--- config.mk ---
export PLATFORM = sky130hd
export DESIGN_NAME = mux_arbiter_2ne1
export DESIGN_NICKNAME = d
export VERILOG_FILES = /design/src/rtl/mux_arbiter_2ne1.sv
export SDC_FILE = /design/constraint.sdc
export NUM_CORES = 1
export LEC_CHECK = 0
export ABC_CLOCK_PERIOD_IN_PS = 1200
export CAP_MARGIN = 10
export CORE_AREA = 2 2 72 74
export CTS_BUF_LIST = sky130_fd_sc_hd__clkbuf_4
export CTS_CLUSTER_DIAMETER = 40
export DETAILED_ROUTE_END_ITERATION = 7
export DIE_AREA = 0 0 74 76
export GPL_TIMING_DRIVEN = 0
export HOLD_SLACK_MARGIN = 0.06
export PLACE_DENSITY = 0.79
export SYNTH_ARGS = -nofsm -noshare
export SYNTH_HDL_FRONTEND = slang
export SYNTH_SLANG_ARGS = --single-unit
--- constraint.sdc ---
create_clock -name clock_i -period 1.2 [get_ports clock_i]
set_input_delay 0.18 -clock clock_i [delete_from_list [all_inputs] [get_ports clock_i]]
set_output_delay 0.18 -clock clock_i [all_outputs]
set_load 0.01 [all_outputs]
--- src/rtl/mux_arbiter_2ne1.sv ---
// Round-robin arbiter for two requesters sharing a 2:1 mux, feeding a one-entry
// valid/ready output slot that can be drained and reloaded in the same cycle.
module mux_arbiter_2ne1 #(
    parameter int WIDTH = 32
) (
    input  logic             clock_i,
    input  logic             reset_i,
    input  logic             req0_i,
    input  logic [WIDTH-1:0] a_i,
    input  logic             req1_i,
    input  logic [WIDTH-1:0] b_i,
    input  logic             ready_i,
    output logic             ack0_o,
    output logic             ack1_o,
    output logic             sel_o,
    output logic [WIDTH-1:0] out_o,
    output logic             valid_o
);

    logic             valid_q, valid_d;
    logic             sel_q, sel_d;
    logic             last_sel_q, last_sel_d;
    logic [WIDTH-1:0] out_q, out_d;
    logic             cap;
    logic             winner;

    // A capture may reuse the slot in the same cycle the consumer drains it.
    assign cap    = !reset_i && (req0_i || req1_i) && (!valid_q || ready_i);
    assign winner = (req0_i && req1_i) ? !last_sel_q : req1_i;

    assign ack0_o = cap && !winner;
    assign ack1_o = cap && winner;

    always_comb begin
        valid_d    = valid_q;
        sel_d      = sel_q;
        last_sel_d = last_sel_q;
        out_d      = out_q;
        if (cap) begin
            out_d      = winner ? b_i : a_i;
            sel_d      = winner;
            last_sel_d = winner;
            valid_d    = 1'b1;
        end else if (valid_q && ready_i) begin
            valid_d = 1'b0;
        end
    end

    // LastSel resets to 1 so the first tie goes to requester 0.
    always_ff @(posedge clock_i) begin
        if (reset_i) begin
            valid_q    <= 1'b0;
            sel_q      <= 1'b0;
            last_sel_q <= 1'b1;
            out_q      <= '0;
        end else begin
            valid_q    <= valid_d;
            sel_q      <= sel_d;
            last_sel_q <= last_sel_d;
            out_q      <= out_d;
        end
    end

    assign valid_o = valid_q;
    assign sel_o   = sel_q;
    assign out_o   = out_q;

endmodule
# [After elaboration in Yosys (flattened, before gate mapping)]
# Index checks and enable logic that the tools add are counted.
[word_totals] ff_bits=35
[classes] n_mux=4 n_reduce_logical=13
[ops] op="32-bit two-way mux" n=1
[ops] op="1-bit logical AND" n=6
[ops] op="1-bit zero test" n=4
[ops] op="1-bit two-way mux" n=3
[ops] op="1-bit logical OR" n=2
[ops] op="2-bit nonzero test" n=1

# [Logic depth before layout (Yosys ltp)]
[logic_depth] depth_word=4 mapped_depth=6 ltp_nobuf=4

# [Worst setup path before layout]
# OpenSTA, ideal clock, no wires.
[synth_timing] kind="flip-flop to flip-flop" from="reg valid_q, in the netlist valid_o" to="reg out_q[0], in the netlist out_o[0]" t_arrival_ns=0.986 required_time_ns=1.055 path_slack_ns=0.069 stages_incl_launch_ff=5 n_path_buf=1 cell_sequence="dfxtp_1 > nor2b_1 > nor2_2 > buf_2 > a311oi_2"
[synth_via] elab_chain_cells=3
[synth_lines] element="from (decl)" line="20" source="logic valid_q, valid_d;"
[synth_lines] element="from (signal assigned)" line="57" source="valid_q <= valid_d;"
[synth_lines] element="1-bit zero test" line="28" source="assign cap = !reset_i && (req0_i || req1_i) && (!valid_q || ready_i);"
[synth_lines] element="1-bit logical OR" line="28"
[synth_lines] element="1-bit logical AND" line="28"
[synth_lines] element="to (signal assigned)" line="60" source="out_q <= out_d;"
[synth_lines] element="to (decl)" line="23" source="logic [WIDTH-1:0] out_q, out_d;"
# Every way passes these cells.
# A chain may end at the register's enable or synchronous reset.

# [Final worst setup path]
[layout_timing] from="reg last_sel_q" to="reg out_q[9], in the netlist out_o[9]"
[layout_via] elab_chain_cells=3
[layout_lines] element="from (decl)" line="22" source="logic last_sel_q, last_sel_d;"
[layout_lines] element="from (signal assigned)" line="59" source="last_sel_q <= last_sel_d;"
[layout_lines] element="1-bit zero test" line="29" source="assign winner = (req0_i && req1_i) ? !last_sel_q : req1_i;"
[layout_lines] element="1-bit two-way mux" line="29"
[layout_lines] element="32-bit two-way mux" line="40" source="out_d = winner ? b_i : a_i;"
# Every way passes these cells.

==> results.sh <==
export IMPL_worst_slew_pin_slew_ps=705
export IMPL_final_cells=400
export IMPL_io_pins=105
export IMPL_viasPerCell=4.98
export IMPL_synth_warnings=0
export IMPL_dp_hpwl_um=3860
export IMPL_rr_worst_depth=7
export IMPL_antenna_found_initial=0
export IMPL_leakagePower_nw=1.36
export IMPL_setup_viol=32
export IMPL_die_w_um=74
export IMPL_r2r_end="out_o[9]"
export IMPL_coreArea_mm2=0.00491
export IMPL_grt_usage_pct=21.1
export IMPL_drive_gt1_share_pct=29.7
export IMPL_clock_root_buffer="clkbuf_4"
export IMPL_async_reset_ff_share_pct=0
export IMPL_start_util_pct=36.8
export IMPL_fp_dieH_um=76
export IMPL_h_tree_depth=2
export IMPL_rsz0062_at_grt="true"
export IMPL_place_gp_congestion=0.718
export IMPL_hold_violations=0
export IMPL_insertion_delay_ps=330
export IMPL_peakVddDrop_uv=625
export IMPL_drtIter0Drc=77
export IMPL_ys_types=24
export IMPL_post_dp_cell_area_mm2=0.00293
export IMPL_fillerInstances=411
export IMPL_holdCritPathClass="primary input to register"
export IMPL_fin_area_mm2=0.00327
export IMPL_cts_tree="yes"
export IMPL_final_seq_area_um2=706
export IMPL_cp_max_fo=4
export IMPL_r2r_start="last_sel_q"
export IMPL_postRouteAntennaNets=0
export IMPL_netlist_area_mm2=0.00181
export IMPL_max_cap_violations=0
export IMPL_grt_max_degree=11
export IMPL_ys_ff_latch=35
export IMPL_ys_seq_area_share_pct=38.8
export IMPL_synthTopCellsByArea="dfxtp_1, a311oi_2, nand2_1"
export IMPL_layout_nets=398
export IMPL_synth_edf_count=0
export IMPL_outcome="complete, but fails checks"
export IMPL_yosys_area_top_type="dfxtp_1"
export IMPL_grt_overflow=0
export IMPL_start_kind="register"
export IMPL_cts_made_buffers=5
export IMPL_hold_depth=3
export IMPL_r2r_slack_ps=-220
export IMPL_synth_nets=269
export IMPL_synth_most_common_cell="nand2_1"
export IMPL_n_antenna_cell=0
export IMPL_setup_slack_ps=-216
export IMPL_grt_pass1_wl_um=9520
export IMPL_rows=26
export IMPL_worstSetupPathType="register to register"
export IMPL_drcViolationCount=0
export IMPL_power_density_mw_per_mm2=917
export IMPL_hp_start="req0_i"
export IMPL_fmax_ghz=0.706
export IMPL_synth_top_area_share_pct=38.8
export IMPL_place_inst=373
export IMPL_worstPathArrival_ps=1650
export IMPL_syn_area_per_cell_um2=9.04
export IMPL_wl_per_cell_um=14.8
export IMPL_period_minus_slack_ps=1420
export IMPL_area_growth_syn_to_layout_pct=80.8
export IMPL_ys_flop_type="dfxtp_1"
export IMPL_path_clk_slew_ps=110
export IMPL_clock_path_buffers=2
export IMPL_end_kind="register"
export IMPL_drt_total_wl_um=5910
export IMPL_cts_sinks=35
export IMPL_skew_ps=7.23
export IMPL_multi_input_area_mm2=0.00103
export IMPL_cp_required_ps=1430
export IMPL_dieArea_mm2=0.00562
export IMPL_grt_pass1_vias=2068
export IMPL_slew_violations=0
export IMPL_vias=1990
export IMPL_port_buffers=103
export IMPL_dr_pass1_iters=4
export IMPL_timing_final_crit_share_pct=118
export IMPL_violations="negative setup slack"
export IMPL_hold_end="valid_o"
export IMPL_synth_common_cells="nand2_1, dfxtp_1, a21oi_1"
export IMPL_slew_headroom_pct=53.0
export IMPL_synthCells=200
worst max-delay path by stage:
stage	startpoint	endpoint	slack, ps	cells past startpoint
global placement	req1_i	ack1_o	-820	5
finish	last_sel_q	out_o[9]	-220	7
detailed placement	req1_i	ack1_o	-840	5
global route	last_sel_q	out_o[9]	-290	7
CTS	last_sel_q	ack0_o	-210	5
floorplan	valid_o	out_o[0]	70	4
per-stage QoR:
stage / hold WS [ps] / utilization, % / worst slack [ps] / total power, mW / setup TNS [ps]
6_report: 210 / 66.5 / -216 / 3.00 / -3100
5_1_grt: 265 / 66.5 / -287 / 3.16 / -4940
4_1_cts: 335 / 64.8 / -214 / 2.96 / -1880
3_5_place_dp: 402 / 59.6 / -843 / 2.30 / -19440
3_3_place_gp: 401 / 59.6 / -819 / 2.29 / -18420
2_1_floorplan: 337 / - / 68.9 / 1.80 / 0
power by group:
part | switching [mW] | total [mW] | internal (mW)
Combinational | 0.467 | 1.06 | 0.593
Sequential | 0.0499 | 1.31 | 1.26
Clock | 0.388 | 0.628 | 0.240
Total | 0.905 | 3.00 | 2.09
registers in the layout (all words and copies together), names as in the netlist:
name and count:
valid_o 1, last_sel_q 1, out_o 32, sel_o 1
timing repair:
action	CTS	global route
buffers inserted	12	4
resized for setup	87	19
cloned	2	0
endpoints found under the hold margin	4	0
hold buffers	2	0
setup endpoints to repair	67	34
pin swaps	34	14
per-layer routing:
metal  global-route usage (%)  up-vias  part of all wire, %
li1                         -      986                    -
met1                     25.8      932                   41
met2                     36.3       67                   52
met3                     5.56        5                  6.4
met4                     5.27        0                 0.74
met5                        0        -                    0
final cells by class:
cell class,instances,share of cell area [%]
plain buffers,21,7.12
well taps,70,2.68
flip-flops and latches,35,21.6
clock inverters,2,0.230
multi-input cells,143,31.5
inverters,1,0.115
clock buffers,6,1.38
repair buffers,122,35.4
kinds of logic after synthesis:
kind of cell / Yosys count / share of synthesized area (%)
compound gates: 72 / 35.9
simple gates: 71 / 15.2
flops: 35 / 38.8
buf+inv: 22 / 10.1
cells in the final DEF, fill, tap and decap left out, drive strengths merged:
| master | synthesis | final |
|---|---|---|
| clkdlybuf4s50 | 0 | 64 |
| o21ai | 1 | 1 |
| nand2b | 1 | 1 |
| dfxtp | 35 | 35 |
| a21bo | 1 | 1 |
| dlygate4sd3 | 0 | 2 |
| clkbuf | 4 | 10 |
| buf | 17 | 37 |
| inv | 1 | 1 |
| dlymetal6s2s | 0 | 1 |
| o21ba | 1 | 1 |
| dlygate4sd2 | 0 | 33 |
| a211o | 1 | 1 |
| a21boi | 1 | 1 |
| a21oi | 34 | 34 |
| clkdlybuf4s15 | 0 | 2 |
| nor2 | 3 | 3 |
| nand3 | 1 | 1 |
| clkinv | 0 | 2 |
| a311oi | 32 | 32 |
| o21bai | 1 | 1 |
| nand2 | 65 | 65 |
| nor2b | 1 | 1 |
worst max-delay path, stage by stage (launching register included):
cell and delay, ps:
dfxtp_2 360, a21boi_4 170, buf_6 120, buf_6 100
buf_4 120, buf_6 100, nand2_1 60, a311oi_1 280
No activity file was read; power rests on OpenSTA's default activity.
